$ cat src/rtl/uart_rx_fifo.sv
// Receive-side elastic buffer behind the UART receiver: first-word-fall-through
// FIFO of {ferr, data} entries with a sticky overrun flag and occupancy status.
module uart_rx_fifo #(
    parameter int DATA_WIDTH  = 8,
    parameter int DEPTH       = 16,
    parameter int AFULL_LEVEL = 12
) (
    input  logic                    clk,
    input  logic                    areset_n,
    input  logic                    clear,
    input  logic                    in_valid,
    input  logic [DATA_WIDTH-1:0]   in_data,
    input  logic                    in_ferr,
    output logic                    out_valid,
    input  logic                    out_ready,
    output logic [DATA_WIDTH-1:0]   out_data,
    output logic                    out_ferr,
    output logic [$clog2(DEPTH):0]  count,
    output logic                    empty,
    output logic                    full,
    output logic                    almost_full,
    output logic                    overrun,
    input  logic                    overrun_clr
);

    localparam int AW = $clog2(DEPTH);
    localparam int CW = AW + 1;

    logic [DATA_WIDTH:0]   mem_q [DEPTH];
    logic [AW-1:0]         wr_ptr_q, wr_ptr_d;
    logic [AW-1:0]         rd_ptr_q, rd_ptr_d;
    logic [CW-1:0]         count_q, count_d;
    logic                  empty_q, empty_d;
    logic                  full_q, full_d;
    logic                  afull_q, afull_d;
    logic                  overrun_q, overrun_d;
    logic [DATA_WIDTH-1:0] out_data_q, out_data_d;
    logic                  out_ferr_q, out_ferr_d;
    logic                  pop, push, drop, mem_we;

    always_comb begin
        pop        = !empty_q && out_ready;
        push       = in_valid && (!full_q || pop);
        drop       = in_valid && full_q && !pop;
        mem_we     = push && !clear;
        wr_ptr_d   = wr_ptr_q;
        rd_ptr_d   = rd_ptr_q;
        count_d    = count_q;
        overrun_d  = overrun_q;
        out_data_d = out_data_q;
        out_ferr_d = out_ferr_q;
        if (clear) begin
            wr_ptr_d  = '0;
            rd_ptr_d  = '0;
            count_d   = '0;
            overrun_d = 1'b0;
        end else begin
            if (push) wr_ptr_d = wr_ptr_q + AW'(1);
            if (pop)  rd_ptr_d = rd_ptr_q + AW'(1);
            if (push && !pop)      count_d = count_q + CW'(1);
            else if (pop && !push) count_d = count_q - CW'(1);
            overrun_d = drop || (overrun_q && !overrun_clr);
            // Head slot being written this cycle is not in memory yet: bypass.
            if (count_d != '0) begin
                if (push && wr_ptr_q == rd_ptr_d) begin
                    out_data_d = in_data;
                    out_ferr_d = in_ferr;
                end else begin
                    out_data_d = mem_q[rd_ptr_d][DATA_WIDTH-1:0];
                    out_ferr_d = mem_q[rd_ptr_d][DATA_WIDTH];
                end
            end
        end
        empty_d = (count_d == '0);
        full_d  = (count_d == CW'(DEPTH));
        afull_d = (count_d >= CW'(AFULL_LEVEL));
    end

    always_ff @(posedge clk) begin
        if (mem_we) mem_q[wr_ptr_q] <= {in_ferr, in_data};
    end

    always_ff @(posedge clk or negedge areset_n) begin
        if (!areset_n) begin
            wr_ptr_q   <= '0;
            rd_ptr_q   <= '0;
            count_q    <= '0;
            empty_q    <= 1'b1;
            full_q     <= 1'b0;
            afull_q    <= 1'b0;
            overrun_q  <= 1'b0;
            out_data_q <= '0;
            out_ferr_q <= 1'b0;
        end else begin
            wr_ptr_q   <= wr_ptr_d;
            rd_ptr_q   <= rd_ptr_d;
            count_q    <= count_d;
            empty_q    <= empty_d;
            full_q     <= full_d;
            afull_q    <= afull_d;
            overrun_q  <= overrun_d;
            out_data_q <= out_data_d;
            out_ferr_q <= out_ferr_d;
        end
    end

    assign out_valid   = !empty_q;
    assign out_data    = out_data_q;
    assign out_ferr    = out_ferr_q;
    assign count       = count_q;
    assign empty       = empty_q;
    assign full        = full_q;
    assign almost_full = afull_q;
    assign overrun     = overrun_q;

endmodule

$ cat config.mk
export PLATFORM = sky130hd
export DESIGN_NAME = uart_rx_fifo
export DESIGN_NICKNAME = d
export VERILOG_FILES = /design/src/rtl/uart_rx_fifo.sv
export SDC_FILE = /design/constraint.sdc
export NUM_CORES = 1
export LEC_CHECK = 0
export CORE_MARGIN = 1
export CORE_UTILIZATION = 47
export DETAILED_ROUTE_END_ITERATION = 8
export PLACE_DENSITY = 0.69
export SETUP_SLACK_MARGIN = 0.05
export SLEW_MARGIN = 10
export SYNTH_ARGS = -nofsm -noshare
export SYNTH_HDL_FRONTEND = slang
export SYNTH_SLANG_ARGS = --single-unit
$ cat constraint.sdc
create_clock -name clk -period 2.25 [get_ports clk]
set_clock_uncertainty 0.15 [all_clocks]
set_input_delay 0.225 -clock clk [delete_from_list [all_inputs] [get_ports clk]]
set_output_delay 0.225 -clock clk [all_outputs]
set_load 0.02 [all_outputs]
==> summary.md <==
| Metric | Value |
|---|---|
| Worst r2r src | rd_ptr_q[0] |
| Path depth of the worst reg2reg path | 10 |
| Remaining antenna violation count | 0 |
| R2R Setup Slk | -180 ps |
| Number of global-route vias before repair | 7335 |
| Num CTS Buffers | 17 |
| Clk sinks | 170 |
| Slew Viols, Final | 0 |
| CTS tree | done |
| Simple-Gate Fraction of Synth Area | 17.6% |
| Layout cells sized above 1 | 32.6% |
| Worst-Skew Late Latency | 440 ps |
| Post-synthesis cell count | 824 |
| CP Cell Sequence | ha_4 -> clkbuf_16 -> buf_6 -> o21ai_2 -> nor2_2 -> buf_4 -> nor4_4 -> a211oi_2 -> o32ai_2 -> o211ai_1 |
| H-tree Lvls | 4 |
| Gpl congestion | 0.896 |
| Largest net degree at the start of global routing | 47 |
| Min Tclk post-route | 2430 ps |
| Area Growth Syn to Fin | 36.9% |
| Total Power | 12.4 mW |
| Peak VDD IR | 0.000705 V |
| Worst Path Required | 2450 ps |
| Final Hold Vio Count | 0 |
| Hold buffer count at cts | 0 |
| Post-DP HPWL | 16600 microns |
| Die area | 0.0192 sq mm |
| Register clock-pin slew on the reported worst setup and hold paths | 70 ps |
| Rel. slew slack | 45.9% |
| Static leakage | 4.30 nW |
| First-pass GRT wire length | 40600 microns |
| Final Cell Area | 0.0120 sq mm |
| Gr usage total | 28.3% |
| Mapped cell area | 0.00878 sq mm |
| Delay-heaviest family, CP | compound AO/OA/AOI/OAI gates |
| Setup-failing EPs final | 9 |
| Complex-gate fraction of the synthesized area | 16.5% |
| Routed WL per cell | 22.8 microns |
| Fin util | 66.3% |
| Buf/Inv on CP | 3 |
| Critical path's largest stage delay | 510 ps |
| Yosys reg bits | 170 |
| Yosys warnings | 0 |
| Drt drc | 5 |
| Final non-filler cell total | 1221 |
| Actual slew at the worst max-slew pin | 808 ps |
| Failing checks | DRC, setup timing |
| Yosys top cell area share | 49.2% |
| Post-Synth Adder-Cell Area | 0.997% |
| Dpl cell area | 0.0105 sq mm |
| Max-Cap Viols | 0 |
| HP Class | input port to asynchronous set/reset pin |
| Synth unique cells | 56 |
| Via count | 7708 |
| Met2 Use GR | 46.5% |
| DRT Pass-1 Iters | 8 |
| Synth area leader | edfxtp_1 |
| Crit Path Class | flip-flop to flip-flop |
| Die Ht | 139 microns |
| Met3 GRT Util | 5.39% |
| CP max-delay cell | dfrtp_4 |
| Routed vias/inst | 6.31 |
| Row count | 49 |
| Syn nets | 846 |
| Worst Path Max Fanout | 6 |
| CTS Buffer Depth | 2 |
| I/O pin total | 34 |
| Root Driver | clkbuf_16 |
| Sequential-to-total area share from yosys stat | 56.7% |
| Main combinational cell family by area after synthesis | simple AND/OR/NAND/NOR gates |
| Crit Reg-Reg Endpoint | out_data[0] |
| Worst setup margin | -185 ps |
| Status | complete, but fails checks |
| Worst setup EP type | flip-flop |
| Initial Util | 48.4% |
| Nets | 1001 |
| Post-Synth XOR/XNOR Area | 2.59% |
| Startpoint class of the critical path | flip-flop |
| Placed cell count | 1164 |
| Port Buffers | 33 |
| Initial drt markers | 1070 |
| RSZ-0062 raised after global routing | yes |
| Worst Path Arrival | 2630 ps |
| Cell Pwr Density | 1030 mW/mm^2 |
| Setup TNS Final | -1280 ps |
| # diodes | 0 |
| Post-synthesis mux area share | 0.114% |
| Busiest grt layer | met2 |
| Largest cells by area after synthesis | edfxtp_1 (49%), dfrtp_1 (7.1%), nor2_1 (4.5%) |
| Fmax | 0.411 GHz |
| Total congestion overflow | 0 |
| GRT met1 Usage | 35.9% |
| Crit share post-route | 108% |
| Antenna violations before repair | 1 |
| Routed Wire Length | 27800 microns |
| Die W | 139 microns |
| Avg Inst Size Synth | 10.7 sq um |
| Core ar. | 0.0181 sq mm |
==> layout by cell type, fill, tap and decap left out, types with 3 or more instances in the layout <==
| cell type | Yosys | layout |
|---|---|---|
| edfxtp_1 | 144 | 144 |
| buf_4 | 3 | 125 |
| nor2_1 | 106 | 98 |
| a21oi_1 | 71 | 66 |
| nor3_1 | 74 | 58 |
| inv_1 | 43 | 41 |
| nor2b_1 | 36 | 36 |
| o22ai_1 | 36 | 34 |
| clkdlybuf4s50_1 | 0 | 33 |
| buf_12 | 0 | 28 |
| o21ai_0 | 34 | 26 |
| a211oi_2 | 0 | 23 |
| dfrtp_1 | 25 | 22 |
| nor4_1 | 36 | 21 |
| o211ai_1 | 19 | 19 |
| clkbuf_16 | 0 | 19 |
| nor3_2 | 2 | 17 |
| a211oi_1 | 36 | 13 |
| nor4_2 | 0 | 12 |
| or3b_2 | 8 | 8 |
| buf_6 | 5 | 8 |
| nor2_2 | 0 | 7 |
| o32ai_2 | 0 | 7 |
| xnor2_1 | 6 | 6 |
| a21oi_2 | 1 | 6 |
| o31ai_1 | 9 | 6 |
| o21ai_1 | 0 | 6 |
| ha_1 | 7 | 5 |
| nand3_1 | 4 | 4 |
| nand2_1 | 7 | 4 |
| xor2_1 | 3 | 3 |
| xnor2_4 | 2 | 3 |
| nand2_2 | 0 | 3 |
| nor4_4 | 0 | 3 |
| clkinvlp_4 | 0 | 3 |
| clkinv_2 | 0 | 3 |
| clkinv_4 | 0 | 3 |
| bufinv_16 | 0 | 3 |
==> worst register-to-register path, stage by stage (launching register included) <==
cell and delay (ps):
dfrtp_4 510, ha_4 390, clkbuf_16 190, buf_6 90, o21ai_2 40, nor2_2 150
buf_4 140, nor4_4 30, a211oi_2 310, o32ai_2 150, o211ai_1 180
==> per-layer routing <==
metal / routed length, microns / share of wire [%]
met2: 13400 / 48
met4: 1090 / 3.9
met3: 2320 / 8.3
met1: 10900 / 39
met5: 13 / 0.047
==> kinds of logic after synthesis <==
group,Yosys count
AOI/OAI and AO/OA,227
muxes,1
and+or+nand+nor,294
DFF,170
buffers and inverters,109
xor gates and xnor gates,16
adders and majority gates,7
==> sequential cells by signal, indices dropped and copies added, names as in the netlist <==
signal / count
full: 1
count: 5
out_data: 8
rd_ptr_q: 4
empty: 1
mem_q: 144
almost_full: 1
wr_ptr_q: 4
overrun: 1
out_ferr: 1
==> per-stage QoR <==
| step | worst slack [ps] | hold WS [ps] |
|---|---|---|
| global placement | -490 | 358 |
| global route | -243 | 25.1 |
| detailed placement | -492 | 406 |
| finish | -185 | 6.30 |
| floorplan | 52.1 | -221 |
| CTS | -108 | 17.5 |
==> worst max-delay path by stage <==
stage,cells past startpoint,slack [ps],start,end
floorplan,8,50,empty,out_data[5]
global placement,11,-490,out_ready,out_data[6]
detailed placement,11,-490,out_ready,out_data[6]
CTS,9,-110,empty,out_data[4]
global route,10,-240,rd_ptr_q[0],out_data[7]
finish,10,-180,rd_ptr_q[0],out_data[0]
==> final cells by class <==
cell class | count | area [sq um]
tap | 229 | 287
clock inverter | 14 | 171
timing repair buffer | 201 | 2090
sequential | 170 | 4980
clock buffer | 18 | 439
fill | 1304 | 6120
multi-input combinational | 545 | 3890
inverter | 44 | 165
==> repair_timing <==
action,in CTS,in global routing
setup buffers,10,18
gates cloned,2,2
gates resized for setup,60,73
endpoints found under the setup margin,90,46
pin swaps,13,44
endpoints found under the hold margin,0,0
==> Yosys cell counts, drive strengths merged <==
cell type    n
edfxtp     144
nor2       106
nor3        76
a21oi       72
inv         43
nor2b       38
a211oi      36
nor4        36
o22ai       36
o21ai       34
clkbuf      33
buf         32
dfrtp       25
o211ai      20
o31ai        9
o32ai        9
or3b         9
xnor2        9
ha           7
nand2        7
xor2         5
nand3        4
nand2b       3
nand4        3
a311oi       2
a32oi        2
and2         2
nand3b       2
nand4b       2
nor3b        2
or3          2
xnor3        2
a211o        1
a21boi       1
a21o         1
a31oi        1
and3b        1
clkinv       1
dfstp        1
mux2i        1
nor4bb       1
o21a         1
o2bb2ai      1
o311ai       1
==> power breakdown <==
part / internal (mW) / switching, mW / total, mW
logic: 2.66 / 2.91 / 5.57
registers: 3.58 / 0.167 / 3.75
clock network: 1.78 / 1.29 / 3.07
total: 8.02 / 4.37 / 12.4
No activity file was read; power rests on OpenSTA's default activity.
